[src/rtl/ifetch_unit_pkg.sv]
// Shared definitions for the instruction fetch stage: data width, FSM states, NOP default.
package ifetch_unit_pkg;

    localparam int unsigned     WORD             = 32;
    localparam logic [WORD-1:0] NOP_INST_DEFAULT = 32'h0000_0000;

    typedef enum logic [1:0] {
        IDLE = 2'd0,
        REQ  = 2'd1,
        HOLD = 2'd2
    } fetch_state_e;

endpackage

[src/rtl/ifetch_line_buf.sv]
// Single-line instruction buffer: tag/data storage, hit compare, fill sequencing, invalidate.
// Instantiated by ifetch_unit only when IFETCH_LINE_BUF_EN is defined.
module ifetch_line_buf
    import ifetch_unit_pkg::*;
#(
    parameter int unsigned LINE_WORDS = 4
) (
    input  logic            clk_cpu,
    input  logic            reset,
    input  logic            line_inv,
    input  logic [WORD-1:0] lookup_addr,
    output logic            hit,
    output logic [WORD-1:0] hit_word,
    input  logic            fill_start,
    input  logic            beat_we,
    input  logic            beat_err,
    input  logic [WORD-1:0] beat_data,
    output logic            fill_last
);

    localparam int unsigned IDX_W   = $clog2(LINE_WORDS);
    localparam int unsigned TAG_LSB = IDX_W + 2;

    logic [WORD-1:0]       data_q [LINE_WORDS];
    logic [WORD-1:0]       data_d [LINE_WORDS];
    logic [WORD-1:TAG_LSB] tag_q, tag_d;
    logic [IDX_W-1:0]      idx_q, idx_d;
    logic                  valid_q, valid_d;
    logic                  poison_q, poison_d;
    logic                  unused_lsbs;

    assign hit         = valid_q && (lookup_addr[WORD-1:TAG_LSB] == tag_q);
    assign hit_word    = data_q[lookup_addr[TAG_LSB-1:2]];
    assign fill_last   = (idx_q == IDX_W'(LINE_WORDS - 1));
    assign unused_lsbs = ^lookup_addr[1:0];

    // poison remembers an error beat or an invalidate seen mid-fill, so the line never validates
    always_comb begin
        data_d   = data_q;
        tag_d    = tag_q;
        idx_d    = idx_q;
        valid_d  = valid_q;
        poison_d = poison_q;
        if (fill_start) begin
            tag_d    = lookup_addr[WORD-1:TAG_LSB];
            idx_d    = '0;
            valid_d  = 1'b0;
            poison_d = 1'b0;
        end
        if (beat_we) begin
            data_d[idx_q] = beat_data;
            idx_d         = idx_q + 1'b1;
            if (fill_last) begin
                valid_d = !(poison_q || beat_err);
            end else if (beat_err) begin
                poison_d = 1'b1;
            end
        end
        if (line_inv) begin
            valid_d  = 1'b0;
            poison_d = 1'b1;
        end
    end

    always_ff @(posedge clk_cpu) begin
        data_q <= data_d;
        if (reset) begin
            tag_q    <= '0;
            idx_q    <= '0;
            valid_q  <= 1'b0;
            poison_q <= 1'b0;
        end else begin
            tag_q    <= tag_d;
            idx_q    <= idx_d;
            valid_q  <= valid_d;
            poison_q <= poison_d;
        end
    end

endmodule

[src/rtl/ifetch_unit.sv]
// Instruction fetch stage: returns inst for pc over a req/ack memory handshake.
// Optional macro IFETCH_LINE_BUF_EN adds a single-line buffer (ifetch_line_buf).
module ifetch_unit
    import ifetch_unit_pkg::*;
#(
    parameter logic [WORD-1:0] NOP_INST   = NOP_INST_DEFAULT,
    parameter int unsigned     LINE_WORDS = 4
) (
    input  logic            clk_cpu,
    input  logic            reset,
    input  logic [WORD-1:0] pc,
    output logic [WORD-1:0] inst,
    output logic            inst_valid,
    output logic            stall,
    output logic            misalign_excp,
    output logic            fetch_err,
    output logic            imem_req,
    output logic [WORD-1:0] imem_addr,
    input  logic [WORD-1:0] imem_rdata,
    input  logic            imem_ack,
    input  logic            imem_err,
    input  logic            line_inv
);

    fetch_state_e    state_q, state_d;
    logic [WORD-1:0] cur_addr_q, cur_addr_d;
    logic            cur_valid_q, cur_valid_d;
    logic [WORD-1:0] inst_q, inst_d;
    logic            inst_valid_q, inst_valid_d;
    logic            misalign_q, misalign_d;
    logic            fetch_err_q, fetch_err_d;
    logic            imem_req_q, imem_req_d;
    logic [WORD-1:0] imem_addr_q, imem_addr_d;
    logic            mismatch;

    assign mismatch = !cur_valid_q || (pc != cur_addr_q);

`ifdef IFETCH_LINE_BUF_EN
    localparam int unsigned TAG_LSB = $clog2(LINE_WORDS) + 2;

    logic            lb_hit, lb_fill_start, lb_beat_we, lb_fill_last;
    logic [WORD-1:0] lb_word;

    assign lb_beat_we = (state_q == REQ) && imem_ack;

    ifetch_line_buf #(.LINE_WORDS(LINE_WORDS)) u_line_buf (
        .clk_cpu     (clk_cpu),
        .reset       (reset),
        .line_inv    (line_inv),
        .lookup_addr (pc),
        .hit         (lb_hit),
        .hit_word    (lb_word),
        .fill_start  (lb_fill_start),
        .beat_we     (lb_beat_we),
        .beat_err    (imem_err),
        .beat_data   (imem_rdata),
        .fill_last   (lb_fill_last)
    );
`else
    logic unused_line_cfg;
    assign unused_line_cfg = line_inv ^ (LINE_WORDS == 0);
`endif

    always_comb begin
        state_d      = state_q;
        cur_addr_d   = cur_addr_q;
        cur_valid_d  = cur_valid_q;
        inst_d       = inst_q;
        inst_valid_d = inst_valid_q;
        misalign_d   = misalign_q;
        fetch_err_d  = fetch_err_q;
        imem_req_d   = imem_req_q;
        imem_addr_d  = imem_addr_q;
`ifdef IFETCH_LINE_BUF_EN
        lb_fill_start = 1'b0;
`endif
        case (state_q)
            IDLE, HOLD: begin
                if (mismatch) begin
                    cur_addr_d   = pc;
                    cur_valid_d  = 1'b1;
                    inst_d       = NOP_INST;
                    inst_valid_d = 1'b0;
                    misalign_d   = 1'b0;
                    fetch_err_d  = 1'b0;
                    if (pc[1:0] != 2'b00) begin
                        misalign_d = 1'b1;
                        state_d    = HOLD;
`ifdef IFETCH_LINE_BUF_EN
                    end else if (lb_hit) begin
                        inst_d       = lb_word;
                        inst_valid_d = 1'b1;
                        state_d      = HOLD;
                    end else begin
                        lb_fill_start = 1'b1;
                        imem_req_d    = 1'b1;
                        imem_addr_d   = {pc[WORD-1:TAG_LSB], {TAG_LSB{1'b0}}};
                        state_d       = REQ;
                    end
`else
                    end else begin
                        imem_req_d  = 1'b1;
                        imem_addr_d = pc;
                        state_d     = REQ;
                    end
`endif
                end
            end
            REQ: begin
`ifdef IFETCH_LINE_BUF_EN
                // The fill always runs to the end of the line; pc moving mid-fill only drops the result
                if (mismatch) begin
                    cur_valid_d  = 1'b0;
                    inst_d       = NOP_INST;
                    inst_valid_d = 1'b0;
                    fetch_err_d  = 1'b0;
                end
                if (imem_ack) begin
                    if (!mismatch && (imem_addr_q == cur_addr_q)) begin
                        if (imem_err) begin
                            fetch_err_d = 1'b1;
                        end else begin
                            inst_d       = imem_rdata;
                            inst_valid_d = 1'b1;
                        end
                    end
                    if (lb_fill_last) begin
                        imem_req_d = 1'b0;
                        state_d    = mismatch ? IDLE : HOLD;
                    end else begin
                        imem_addr_d = imem_addr_q + 32'd4;
                    end
                end
`else
                if (imem_ack) begin
                    imem_req_d = 1'b0;
                    if (mismatch) begin
                        cur_valid_d = 1'b0;
                        state_d     = IDLE;
                    end else begin
                        if (imem_err) begin
                            fetch_err_d = 1'b1;
                        end else begin
                            inst_d       = imem_rdata;
                            inst_valid_d = 1'b1;
                        end
                        state_d = HOLD;
                    end
                end
`endif
            end
            default: state_d = IDLE;
        endcase
    end

    always_ff @(posedge clk_cpu) begin
        if (reset) begin
            state_q      <= IDLE;
            cur_addr_q   <= '0;
            cur_valid_q  <= 1'b0;
            inst_q       <= NOP_INST;
            inst_valid_q <= 1'b0;
            misalign_q   <= 1'b0;
            fetch_err_q  <= 1'b0;
            imem_req_q   <= 1'b0;
            imem_addr_q  <= '0;
        end else begin
            state_q      <= state_d;
            cur_addr_q   <= cur_addr_d;
            cur_valid_q  <= cur_valid_d;
            inst_q       <= inst_d;
            inst_valid_q <= inst_valid_d;
            misalign_q   <= misalign_d;
            fetch_err_q  <= fetch_err_d;
            imem_req_q   <= imem_req_d;
            imem_addr_q  <= imem_addr_d;
        end
    end

    assign inst          = inst_q;
    assign inst_valid    = inst_valid_q;
    assign misalign_excp = misalign_q;
    assign fetch_err     = fetch_err_q;
    assign imem_req      = imem_req_q;
    assign imem_addr     = imem_addr_q;
    assign stall         = !inst_valid_q && !misalign_q && !fetch_err_q;

endmodule

[config.mk]
export PLATFORM = sky130hd
export DESIGN_NAME = ifetch_unit
export DESIGN_NICKNAME = d
export VERILOG_FILES = /design/src/rtl/ifetch_unit_pkg.sv /design/src/rtl/ifetch_line_buf.sv /design/src/rtl/ifetch_unit.sv
export SDC_FILE = /design/constraint.sdc
export NUM_CORES = 1
export LEC_CHECK = 0
export ABC_CLOCK_PERIOD_IN_PS = 2200
export BUFFER_PORTS_ARGS = -buffer_cell sky130_fd_sc_hd__buf_2
export CORE_MARGIN = 1
export CORE_UTILIZATION = 44
export CTS_CLUSTER_DIAMETER = 40
export CTS_CLUSTER_SIZE = 30
export DETAILED_ROUTE_END_ITERATION = 10
export GPL_TIMING_DRIVEN = 0
export PLACE_DENSITY = 0.75
export SLEW_MARGIN = 40
export SYNTH_ARGS = -nofsm -noshare
export SYNTH_HDL_FRONTEND = slang
export SYNTH_HIERARCHICAL = 1
export SYNTH_SLANG_ARGS = --single-unit
[constraint.sdc]
create_clock -name clk_cpu -period 2.2 [get_ports clk_cpu]
set_input_delay 0.44 -clock clk_cpu [delete_from_list [all_inputs] [get_ports clk_cpu]]
set_output_delay 0.44 -clock clk_cpu [all_outputs]
set_load 0.005 [all_outputs]
==> flow_metrics.py <==
metrics = {
    "synthesis": {
        "synthFlopType": "dfxtp_1",
        "ys_seq_area_frac": 0.530,
        "synth_cells": 397,
        "synth_edf_count": 0,
        "async_flop_share": 0,
        "mappedNetlistNets": 466,
        "synthDistinctLibCells": 29,
        "ys_ff_latch": 103,
        "synth_warnings": 6,
        "syn_avg_cell_area_um2": 9.80,
        "synthesis.area_mm2": 0.00389,
    },
    "place": {
        "dp_hpwl_um": 7310,
        "placed_cell_area_mm2": 0.00470,
        "place.gp.congestion": 0.801,
        "place_inst": 637,
        "io_buffers": 135,
    },
    "floorplan": {
        "ioPinCount": 138,
        "floorplan.initialDensity": 0.464,
        "dieHeight_um": 96.1,
        "rows": 33,
        "fp.dieArea_mm2": 0.00923,
        "coreArea_mm2": 0.00838,
        "die_w_um": 96.1,
    },
    "setup_path": {
        "cpMaxStageDelayCell": "nor4_2",
        "r2r_cells": 8,
        "path_cells": "xor2_1 > nor4_2 > nand4_1 > buf_6 > or3_4 > o311a_4 > buf_6 > a22o_1",
        "crit_type": "flip-flop to flip-flop",
        "crit_path_max_incr_delay_ns": 0.40,
        "cp-start-kind": "flip-flop",
        "arrival_ns": 2.67,
        "required_ns": 2.45,
        "worst_setup_path_end_kind": "flip-flop",
        "cp_max_fo": 10,
        "r2r_slack_ns": -0.22,
        "crit_top_cell": "buf_6",
    },
    "global_routing": {
        "overflow": 0,
        "grtUsageTotal": 0.219,
        "grt_max_degree": 19,
        "antenna_found_initial": 0,
        "grt_pass1_vias": 3194,
        "grt_pass1_wl_um": 15300,
    },
    "cells_and_area": {
        "layout.nets": 637,
        "design_area_mm2": 0.00559,
        "syn_to_final_growth_pct": 43.7,
        "fin_util": 0.667,
        "antenna_cells": 0,
        "stdcell_count": 678,
        "multiInputGateArea_mm2": 0.00194,
        "ff_latch_area_mm2": 0.00207,
        "drive_gt1_frac": 0.426,
        "n_fill_cell": 671,
    },
    "timing": {
        "drv_slew": 0,
        "period_share": 1.10,
        "hold_viol_final": 0,
        "period_minus_slack_ns": 2.42,
        "tightest_slew_ns": 0.735,
        "worst_slack_ns": -0.220,
        "setup_viol": 94,
        "fin_tns_setup_ns": -10.77,
        "grt_setup_unrepaired": "yes",
        "slew_headroom": 0.510,
        "fin_skew_ns": 0.0151,
        "max_freq_mhz": 413,
    },
    "clock_network": {
        "root_buffer": "clkbuf_8",
        "clock_latency_ns": 0.36,
        "cts_tree": "yes",
        "holdBufCountCts": 0,
        "cts_buffer_depth": 2,
        "cts.reportedPaths.clkPinSlew_ns": 0.11,
        "htree_num_levels": 3,
        "clock_sinks": 103,
        "cts_buffers": 9,
    },
    "routing": {
        "final_antenna_net_count": 0,
        "drtIter0Drc": 171,
        "wl_per_cell_um": 16.3,
        "vias": 3555,
        "via_per_inst": 5.24,
        "drc": 0,
        "wirelength_um": 11000,
        "dr.pass1.iters": 4,
    },
    "status": {
        "violations": "setup timing",
        "status": "complete, but fails checks",
    },
    "pwr": {
        "p_leak_uw": 0.00266,
        "powerDensity_mw_per_mm2": 686,
        "peakVddDrop_mv": 0.390,
    },
    "min_path": {
        "holdPathStages": 2,
        "hp-class": "input pin to flip-flop",
    },
    "run": {
        "maxCapViolations": 0,
    },
}
-- timing repair --
item,4_1_cts,5_1_grt
pin swaps,4,15
endpoints found under the hold margin,0,0
resized for setup,23,113
setup endpoints to repair,98,97
gates cloned,0,6
buffers inserted,4,16
-- power breakdown --
part	total [uW]	leakage, uW	switching (uW)	internal, uW
registers	1990	0.000844	52.9	1940
clock network	1360	0.000119	672	691
logic	484	0.00169	256	228
total	3840	0.00266	981	2860
-- metal layers --
metal | global-route usage | wire length (um)
met1 | 0.269 | 4560
met2 | 0.372 | 5530
met3 | 0.0419 | 623
met4 | 0.0933 | 332
met5 | 0 | 0
-- state kept, by name (all words and copies together) (netlist names) --
signal / count
state_q: 2
imem_addr: 32
fetch_err: 1
inst_valid: 1
cur_valid_q: 1
cur_addr_q: 32
inst: 32
imem_req: 1
misalign_excp: 1
-- final timing paths --
| kind | start | to |
|---|---|---|
| setup reg to reg | cur_addr_q[6]$_SDFFE_PP0P_ | inst[25]$_SDFFE_PP0P_ |
| setup / recovery | cur_addr_q[6]$_SDFFE_PP0P_ | inst[25]$_SDFFE_PP0P_ |
| hold reg to reg | imem_addr[6]$_SDFFE_PP0P_ | imem_addr[6]$_SDFFE_PP0P_ |
| hold / removal | imem_rdata[28] | inst[28]$_SDFFE_PP0P_ |
-- cell usage after synthesis, types with 2 or more instances --
master    count  area share
a21oi_1       4      0.0051
a22o_1       32       0.072
and3_1        2      0.0032
buf_1         3      0.0029
buf_2         5      0.0064
buf_6         3      0.0087
clkbuf_1     17       0.016
dfxtp_1     103        0.53
inv_1         3      0.0029
mux2i_1      32       0.082
nand2_1      65       0.063
nand3_1      34       0.044
nand4_1       2      0.0032
nor2_1        6      0.0058
nor3_1        4      0.0051
nor4_1        7       0.011
o21ai_0      31       0.040
or3_1         3      0.0048
xor2_1       31       0.070
-- logic make-up after synthesis --
logic type / after synthesis / share of synthesized area
XOR/XNOR: 32 / 0.0720
AND/OR/NAND/NOR: 127 / 0.148
multiplexers: 32 / 0.0823
AO/OA/AOI/OAI: 72 / 0.131
buffers and inverters: 31 / 0.0373
flip-flops: 103 / 0.530
-- area by class of cell --
| type | instances | area share |
|---|---|---|
| Multi-Input combinational cell | 263 | 0.347 |
| Clock buffer | 10 | 0.0246 |
| Buffer | 27 | 0.0380 |
| Sequential cell | 103 | 0.369 |
| Timing Repair Buffer | 161 | 0.178 |
| Clock inverter | 6 | 0.0174 |
| Tap cell | 105 | 0.0235 |
| Inverter | 3 | 0.00201 |
-- placed cells by master (no fill, tap or decap), types with 12 or more instances in the layout --
cell and n:
xor2_1 31, dfxtp_1 99, buf_2 137, o21ai_1 24, mux2i_1 32, a22o_1 32, buf_4 12, nand2_1 64
nand3_2 27, buf_6 13
-- metrics by stage --
stage | worst slack (ns) | hold slack, ns | power (uW)
finish | -0.220 | 0.282 | 3840
global route | -0.267 | 0.257 | 3990
CTS | -0.111 | 0.260 | 3750
detailed placement | -0.736 | 0.450 | 2380
global placement | -0.670 | 0.442 | 2370
floorplan | -0.00157 | 0.451 | 2210
-- worst max-delay path: cells and delay by family, from the launching register on --
family,cells,cell delay [ns]
AND/OR/NAND/NOR,3,0.91
AO/OA/AOI/OAI,2,0.57
flip-flops,1,0.34
buffers and inverters,2,0.32
XOR/XNOR,1,0.17
Power figures use the tool's default switching activity.
